<file path="config.mk">
export PLATFORM = sky130hd
export DESIGN_NAME = pipe_ctrl
export DESIGN_NICKNAME = d
export VERILOG_FILES = /design/src/rtl/pipe_ctrl_pkg.sv /design/src/rtl/pipe_ctrl_match.sv /design/src/rtl/pipe_ctrl.sv
export SDC_FILE = /design/constraint.sdc
export NUM_CORES = 1
export LEC_CHECK = 0
export CORE_MARGIN = 5
export CORE_UTILIZATION = 45
export DETAILED_ROUTE_END_ITERATION = 6
export DONT_BUFFER_PORTS = 1
export PLACE_DENSITY = 0.65
export REMOVE_ABC_BUFFERS = 1
export SLEW_MARGIN = 20
export SYNTH_ARGS = -nofsm -noshare
export SYNTH_HDL_FRONTEND = slang
export SYNTH_SLANG_ARGS = --single-unit
export TNS_END_PERCENT = 20
</file>
<file path="constraint.sdc">
create_clock -name clk -period 2.5 [get_ports clk]
set_input_delay 0.5 -clock clk [delete_from_list [all_inputs] [get_ports clk]]
set_output_delay 0.5 -clock clk [all_outputs]
set_load 0.05 [all_outputs]
</file>
<file path="src/rtl/pipe_ctrl_pkg.sv">
// ============================================================================
// Module  : pipe_ctrl_pkg
// Brief   : Shared types and constants for the pipeline controller.
// Revision: 1.0 - initial release
// ============================================================================
`default_nettype none

package pipe_ctrl_pkg;

  localparam int unsigned c_REG_W  = 5;
  localparam int unsigned c_CNT_W  = 16;
  localparam int unsigned c_FWD_RF = 0;

  localparam logic [c_CNT_W-1:0] c_CNT_MAX = '1;

  typedef struct packed {
    logic               vld;
    logic [c_REG_W-1:0] rd;
    logic               wr;
    logic               load;
  } shadow_t;

  localparam shadow_t c_SHADOW_NULL = '0;

  // x0 is hard-wired, so a writer targeting it never creates a dependency.
  function automatic logic ent_hit(input shadow_t e, input logic [c_REG_W-1:0] rs,
                                   input logic rs_use);
    return e.vld && e.wr && (e.rd != '0) && (e.rd == rs) && rs_use;
  endfunction

endpackage

`default_nettype wire

</file>
<file path="src/rtl/pipe_ctrl_match.sv">
// ============================================================================
// Module  : pipe_ctrl_match
// Brief   : Youngest-match search and ready check for one source operand.
//           Forwarding is enabled by defining PIPE_CTRL_FWD_EN.
// Revision: 1.0 - initial release
// ============================================================================
`default_nettype none

module pipe_ctrl_match
  import pipe_ctrl_pkg::*;
#(
  parameter int NSTAGES  = 5,
  parameter int ALU_RDY  = 1,
  parameter int LOAD_RDY = 3
) (
  input  logic                       vld,
  input  logic [c_REG_W-1:0]         rs,
  input  logic                       rs_use,
  input  shadow_t [NSTAGES-2:1]      ents,
  output logic [$clog2(NSTAGES)-1:0] fwd,
  output logic                       stall
);

  localparam int c_FWD_W = $clog2(NSTAGES);

`ifdef PIPE_CTRL_FWD_EN
  localparam bit c_FWD_ON = 1'b1;
`else
  localparam bit c_FWD_ON = 1'b0;
`endif

  // Without forwarding the threshold sits beyond the last register, so every hit stalls.
  localparam int c_ALU_THR  = c_FWD_ON ? ALU_RDY  : NSTAGES - 1;
  localparam int c_LOAD_THR = c_FWD_ON ? LOAD_RDY : NSTAGES - 1;

  logic               w_hit;
  logic               w_load;
  logic [c_FWD_W-1:0] w_k;
  logic               w_ready;

  always_comb begin
    w_hit  = 1'b0;
    w_load = 1'b0;
    w_k    = '0;
    // Scan oldest to youngest so the smallest index is the one left standing.
    for (int k = NSTAGES - 2; k >= 1; k--) begin
      if (ent_hit(ents[k], rs, rs_use)) begin
        w_hit  = 1'b1;
        w_load = ents[k].load;
        w_k    = c_FWD_W'(k);
      end
    end
  end

  assign w_ready = (int'(w_k) >= (w_load ? c_LOAD_THR : c_ALU_THR));
  assign fwd     = (vld && w_hit && w_ready) ? w_k : c_FWD_W'(c_FWD_RF);
  assign stall   = vld && w_hit && !w_ready;

endmodule

`default_nettype wire

</file>
<file path="src/rtl/pipe_ctrl.sv">
// ============================================================================
// Module  : pipe_ctrl
// Brief   : In-order pipeline controller: hazard stall, flush, freeze and
//           operand forwarding. Optional macro: PIPE_CTRL_FWD_EN.
// Revision: 1.0 - initial release
// ============================================================================
`default_nettype none

module pipe_ctrl
  import pipe_ctrl_pkg::*;
#(
  parameter int NSTAGES  = 5,
  parameter int ALU_RDY  = 1,
  parameter int LOAD_RDY = 3
) (
  input  logic                       clk,
  input  logic                       rst,
  input  logic                       mem_busy,
  input  logic                       flush_req,
  input  logic                       id_vld,
  input  logic                       id_wr,
  input  logic                       id_load,
  input  logic [c_REG_W-1:0]         id_rs1,
  input  logic [c_REG_W-1:0]         id_rs2,
  input  logic [c_REG_W-1:0]         id_rd,
  input  logic                       id_rs1_use,
  input  logic                       id_rs2_use,
  output logic                       pc_en,
  output logic [NSTAGES-2:0]         st_en,
  output logic [NSTAGES-2:0]         st_kill,
  output logic [$clog2(NSTAGES)-1:0] fwd_rs1,
  output logic [$clog2(NSTAGES)-1:0] fwd_rs2,
  output logic                       hz_stall,
  output logic [c_CNT_W-1:0]         stall_cnt,
  output logic [c_CNT_W-1:0]         flush_cnt
);

  localparam int c_FWD_W = $clog2(NSTAGES);

  shadow_t [NSTAGES-2:1] r_shadow;
  logic [c_CNT_W-1:0]    r_stall_cnt;
  logic [c_CNT_W-1:0]    r_flush_cnt;

  shadow_t            w_id_ent;
  logic [c_FWD_W-1:0] w_fwd1;
  logic [c_FWD_W-1:0] w_fwd2;
  logic               w_stall1;
  logic               w_stall2;
  logic               w_flush_acc;

  assign w_id_ent = '{vld: id_vld, rd: id_rd, wr: id_wr, load: id_load};

  pipe_ctrl_match #(
    .NSTAGES  (NSTAGES),
    .ALU_RDY  (ALU_RDY),
    .LOAD_RDY (LOAD_RDY)
  ) u_match_rs1 (
    .vld    (id_vld),
    .rs     (id_rs1),
    .rs_use (id_rs1_use),
    .ents   (r_shadow),
    .fwd    (w_fwd1),
    .stall  (w_stall1)
  );

  pipe_ctrl_match #(
    .NSTAGES  (NSTAGES),
    .ALU_RDY  (ALU_RDY),
    .LOAD_RDY (LOAD_RDY)
  ) u_match_rs2 (
    .vld    (id_vld),
    .rs     (id_rs2),
    .rs_use (id_rs2_use),
    .ents   (r_shadow),
    .fwd    (w_fwd2),
    .stall  (w_stall2)
  );

  always_comb begin
    pc_en    = 1'b1;
    st_en    = '1;
    st_kill  = '0;
    hz_stall = 1'b0;
    fwd_rs1  = w_fwd1;
    fwd_rs2  = w_fwd2;
    if (!rst) begin
      pc_en   = 1'b0;
      st_en   = '0;
      st_kill = '1;
      fwd_rs1 = c_FWD_W'(c_FWD_RF);
      fwd_rs2 = c_FWD_W'(c_FWD_RF);
    end else if (mem_busy) begin
      pc_en = 1'b0;
      st_en = '0;
    end else if (flush_req) begin
      st_kill[1:0] = 2'b11;
    end else if (w_stall1 || w_stall2) begin
      // Hold IF/ID, drop a bubble into ID/EX, let the older stages drain.
      pc_en      = 1'b0;
      st_en[0]   = 1'b0;
      st_kill[1] = 1'b1;
      hz_stall   = 1'b1;
    end
  end

  always_ff @(posedge clk) begin
    if (!rst) begin
      r_shadow <= '0;
    end else begin
      if (st_en[1]) r_shadow[1] <= st_kill[1] ? c_SHADOW_NULL : w_id_ent;
      for (int k = 2; k <= NSTAGES - 2; k++) begin
        if (st_en[k]) r_shadow[k] <= st_kill[k] ? c_SHADOW_NULL : r_shadow[k-1];
      end
    end
  end

  assign w_flush_acc = flush_req && !mem_busy;

  always_ff @(posedge clk) begin
    if (!rst) begin
      r_stall_cnt <= '0;
      r_flush_cnt <= '0;
    end else begin
      if (hz_stall && (r_stall_cnt != c_CNT_MAX)) r_stall_cnt <= r_stall_cnt + 1'b1;
      if (w_flush_acc && (r_flush_cnt != c_CNT_MAX)) r_flush_cnt <= r_flush_cnt + 1'b1;
    end
  end

  assign stall_cnt = r_stall_cnt;
  assign flush_cnt = r_flush_cnt;

endmodule

`default_nettype wire
</file>
==> out/metrics.csv <==
metric,value,unit
worst-r2r-cell-count,7,
die_width,89.2,µm
r2r-start,r_shadow[3],
slew_violations,0,
cp.required,2000,ps
tightest_slew,622,ps
drv_cap,0,
holdPathStages,1,
path_clk_slew,100,ps
syn_area,2820,µm²
start_util,46.8,%
rsz0062_at_grt,yes,
row_count,28,
hold_viol_final,0,
synth.distinct_cells,46,
setup_slack,-360,ps
peakVddDrop,340,µV
switchingPower,432,µW
h-tree-depth,2,
io_pins,72,
crit_path_end_kind,output pin,
max_stage_delay,420,ps
final_nets,393,
areaGrowthSynthToFinish,24.8,%
place_congestion,0.794,
synthesis.instances,322,
fmax,350,MHz
worstSetupStartpointType,flip-flop,
ant_nets,0,
finClkSkew,6.87,ps
yosysWarnings,0,
crit_path_top_delay_cell,nor4_2,
hold_buffers,0,
drt-pass1-iter-count,4,
vias,2419,
wl_per_cell,16.2,µm
power,1760,µW
path_class,reg -> out,
power_leakage,0.00145,µW
seqPwrFrac,49.2,%
die_area,7950,µm²
avgSynthCellArea,8.76,µm²
outcome,finished with violations,
gr-total-overflow,0,
path_max_fanout,3,
drcViolationCount,0,
cp_common_cell,buf_4,
grt_pass1_wl,11600,µm
hpwl,5070,µm
cts.sinks,53,
cp-startpoint,r_shadow[3],
power_density,499,nW/µm²
clockBufferDepth,2,
netlist.area_leader.share,37.6,%
drt-initial-drc-count,104,
drive_above_1_share,25.5,%
layout_min_cycle_time,2860,ps
antennaDiodeCount,0,
fillers,552,
yosysSeqAreaShare,37.6,%
pwr-share-clk,40.0,%
grt_max_degree,22,
cts_tree,built,
period_share,114,%
wl,7200,µm
combinationalPowerShare,10.8,%
io_buffer_count,0,
ys_ff_latch,53,
whs,303,ps
root_buffer,clkbuf_8,
violations,negative setup slack,
core_area,6030,µm²
p_sw_share,24.6,%
hold_path.class,in -> reg,
numCtsBuffers,5,
intPower,1330,µW
min-delay-start,rst,
via_per_inst,5.46,
antenna_found_initial,0,
track_usage,18.4,%
fin_cells,443,
maxSlewHeadroom,58.4,%
yosysTopAreaCell,dfxtp_1,
numPlacedInstances,431,
grt_pass1_vias,2460,
die_y,89.2,µm
crit_chain,buf_4 > buf_4 > xnor2_1 > nand3_1 > nor4_2 > nor3_2 > buf_4 > o22ai_2 > a21o_1 > buf_12,
arrival,2360,ps
ys_top_cells_by_area,"dfxtp_1, mux2i_1, xnor2_1, xor2_1, nor2_1",
clk_latency,310,ps
setup_violations,4,
-- routing by layer --
layer	wire length (µm)	GRT usage, %	vias up
li1	-	-	1193
met4	142	6.36	0
met1	2860	21.6	1138
met5	0	0	-
met2	3600	30.8	76
met3	595	6.73	12
-- final timing paths --
| check | endpoint | slack, ps |
|---|---|---|
| max | st_kill[1] | -360 |
| min | stall_cnt[6] | 300 |
| max reg2reg | stall_cnt[14] | 50 |
| min reg2reg | r_shadow[7] | 530 |
-- flip-flops by register name, indices dropped and copies added, names as in the netlist --
signal	flops
flush_cnt	16
stall_cnt	16
r_shadow	21
-- Yosys cell counts, drive strengths merged --
cell type and n:
a211oi 1, a21boi 3, a21o 1, a21oi 8, a22o 6, a31o 1
a31oi 2, and2 4, and2b 1, and3 7, and4 4, buf 13
clkbuf 6, conb 1, dfxtp 53, ha 2, inv 4, mux2i 24
nand2 34, nand2b 8, nand3 13, nand4 8, nor2 39, nor3 4
nor3b 2, nor4 7, nor4b 1, o211ai 3, o21a 1, o21ai 4
o22ai 2, o311ai 2, or3 4, or3b 1, or4 3, xnor2 25
xor2 20
-- power groups by stage --
stage,clock [µW],sequential (µW),combinational [µW]
floorplan,0,891,123
global placement,0,882,171
detailed placement,0,883,173
CTS,712,864,182
global route,754,867,204
finish,704,865,190
-- placed cells by master (no fill, tap or decap), types with 6 or more instances in the layout --
cell type | synthesis | final
nand4_1 | 8 | 8
a21oi_1 | 7 | 7
a22o_1 | 6 | 6
buf_4 | 10 | 49
xor2_1 | 20 | 20
nand3_1 | 13 | 13
xnor2_1 | 25 | 25
nand2_1 | 33 | 33
conb_1 | 1 | 6
mux2i_1 | 24 | 24
nor2_1 | 39 | 38
nand2b_1 | 8 | 8
dfxtp_1 | 53 | 50
-- final cells by class --
cell class	instances	area (µm²)	share of cell area [%]
clock inverter	3	68.8	1.95
tap	75	93.8	2.66
timing repair buffer	52	428	12.1
clock buffer	5	68.8	1.95
sequential	53	1060	30.2
inverter	4	15.0	0.426
multi-input combinational	251	1780	50.6
-- cell families (layout without fill, tap and decap cells) --
group	after synthesis	in the layout	share of synthesized area [%]
adders and majority gates	2	2	0.887
xor gates and xnor gates	45	45	14.0
muxes	24	24	8.51
other	1	6	0.133
buffers and inverters	23	64	4.66
DFF	53	53	37.6
and+or+nand+nor	140	140	25.1
AOI/OAI and AO/OA	34	34	9.09
-- stage by stage --
step           utilization (%)  setup slack (ps)  cell area [µm²]  TNS, ps
3_3_place_gp              53.4              47.5             3220        0
5_1_grt                   58.5              -505             3520    -2810
2_1_floorplan                -              -743             2720    -1630
4_1_cts                   56.9              -255             3430     -977
3_5_place_dp              53.4              9.01             3220        0
6_report                  58.5              -360             3520    -1280
-- worst max-delay path: cells and delay by family, from the launching register on --
family / cells / cell delay, ps
compound gates: 2 / 390
simple gates: 3 / 610
flops: 1 / 330
buf+inv: 4 / 580
xor+xnor: 1 / 150
-- timing repair --
action / 4_1_cts / 5_1_grt
endpoints found under the setup margin: 4 / 16
pin swaps: 6 / 4
buffers inserted: 2 / 2
gates cloned: 0 / 0
resized for setup: 12 / 12
Note: power is estimated with default switching activity, not from simulation.
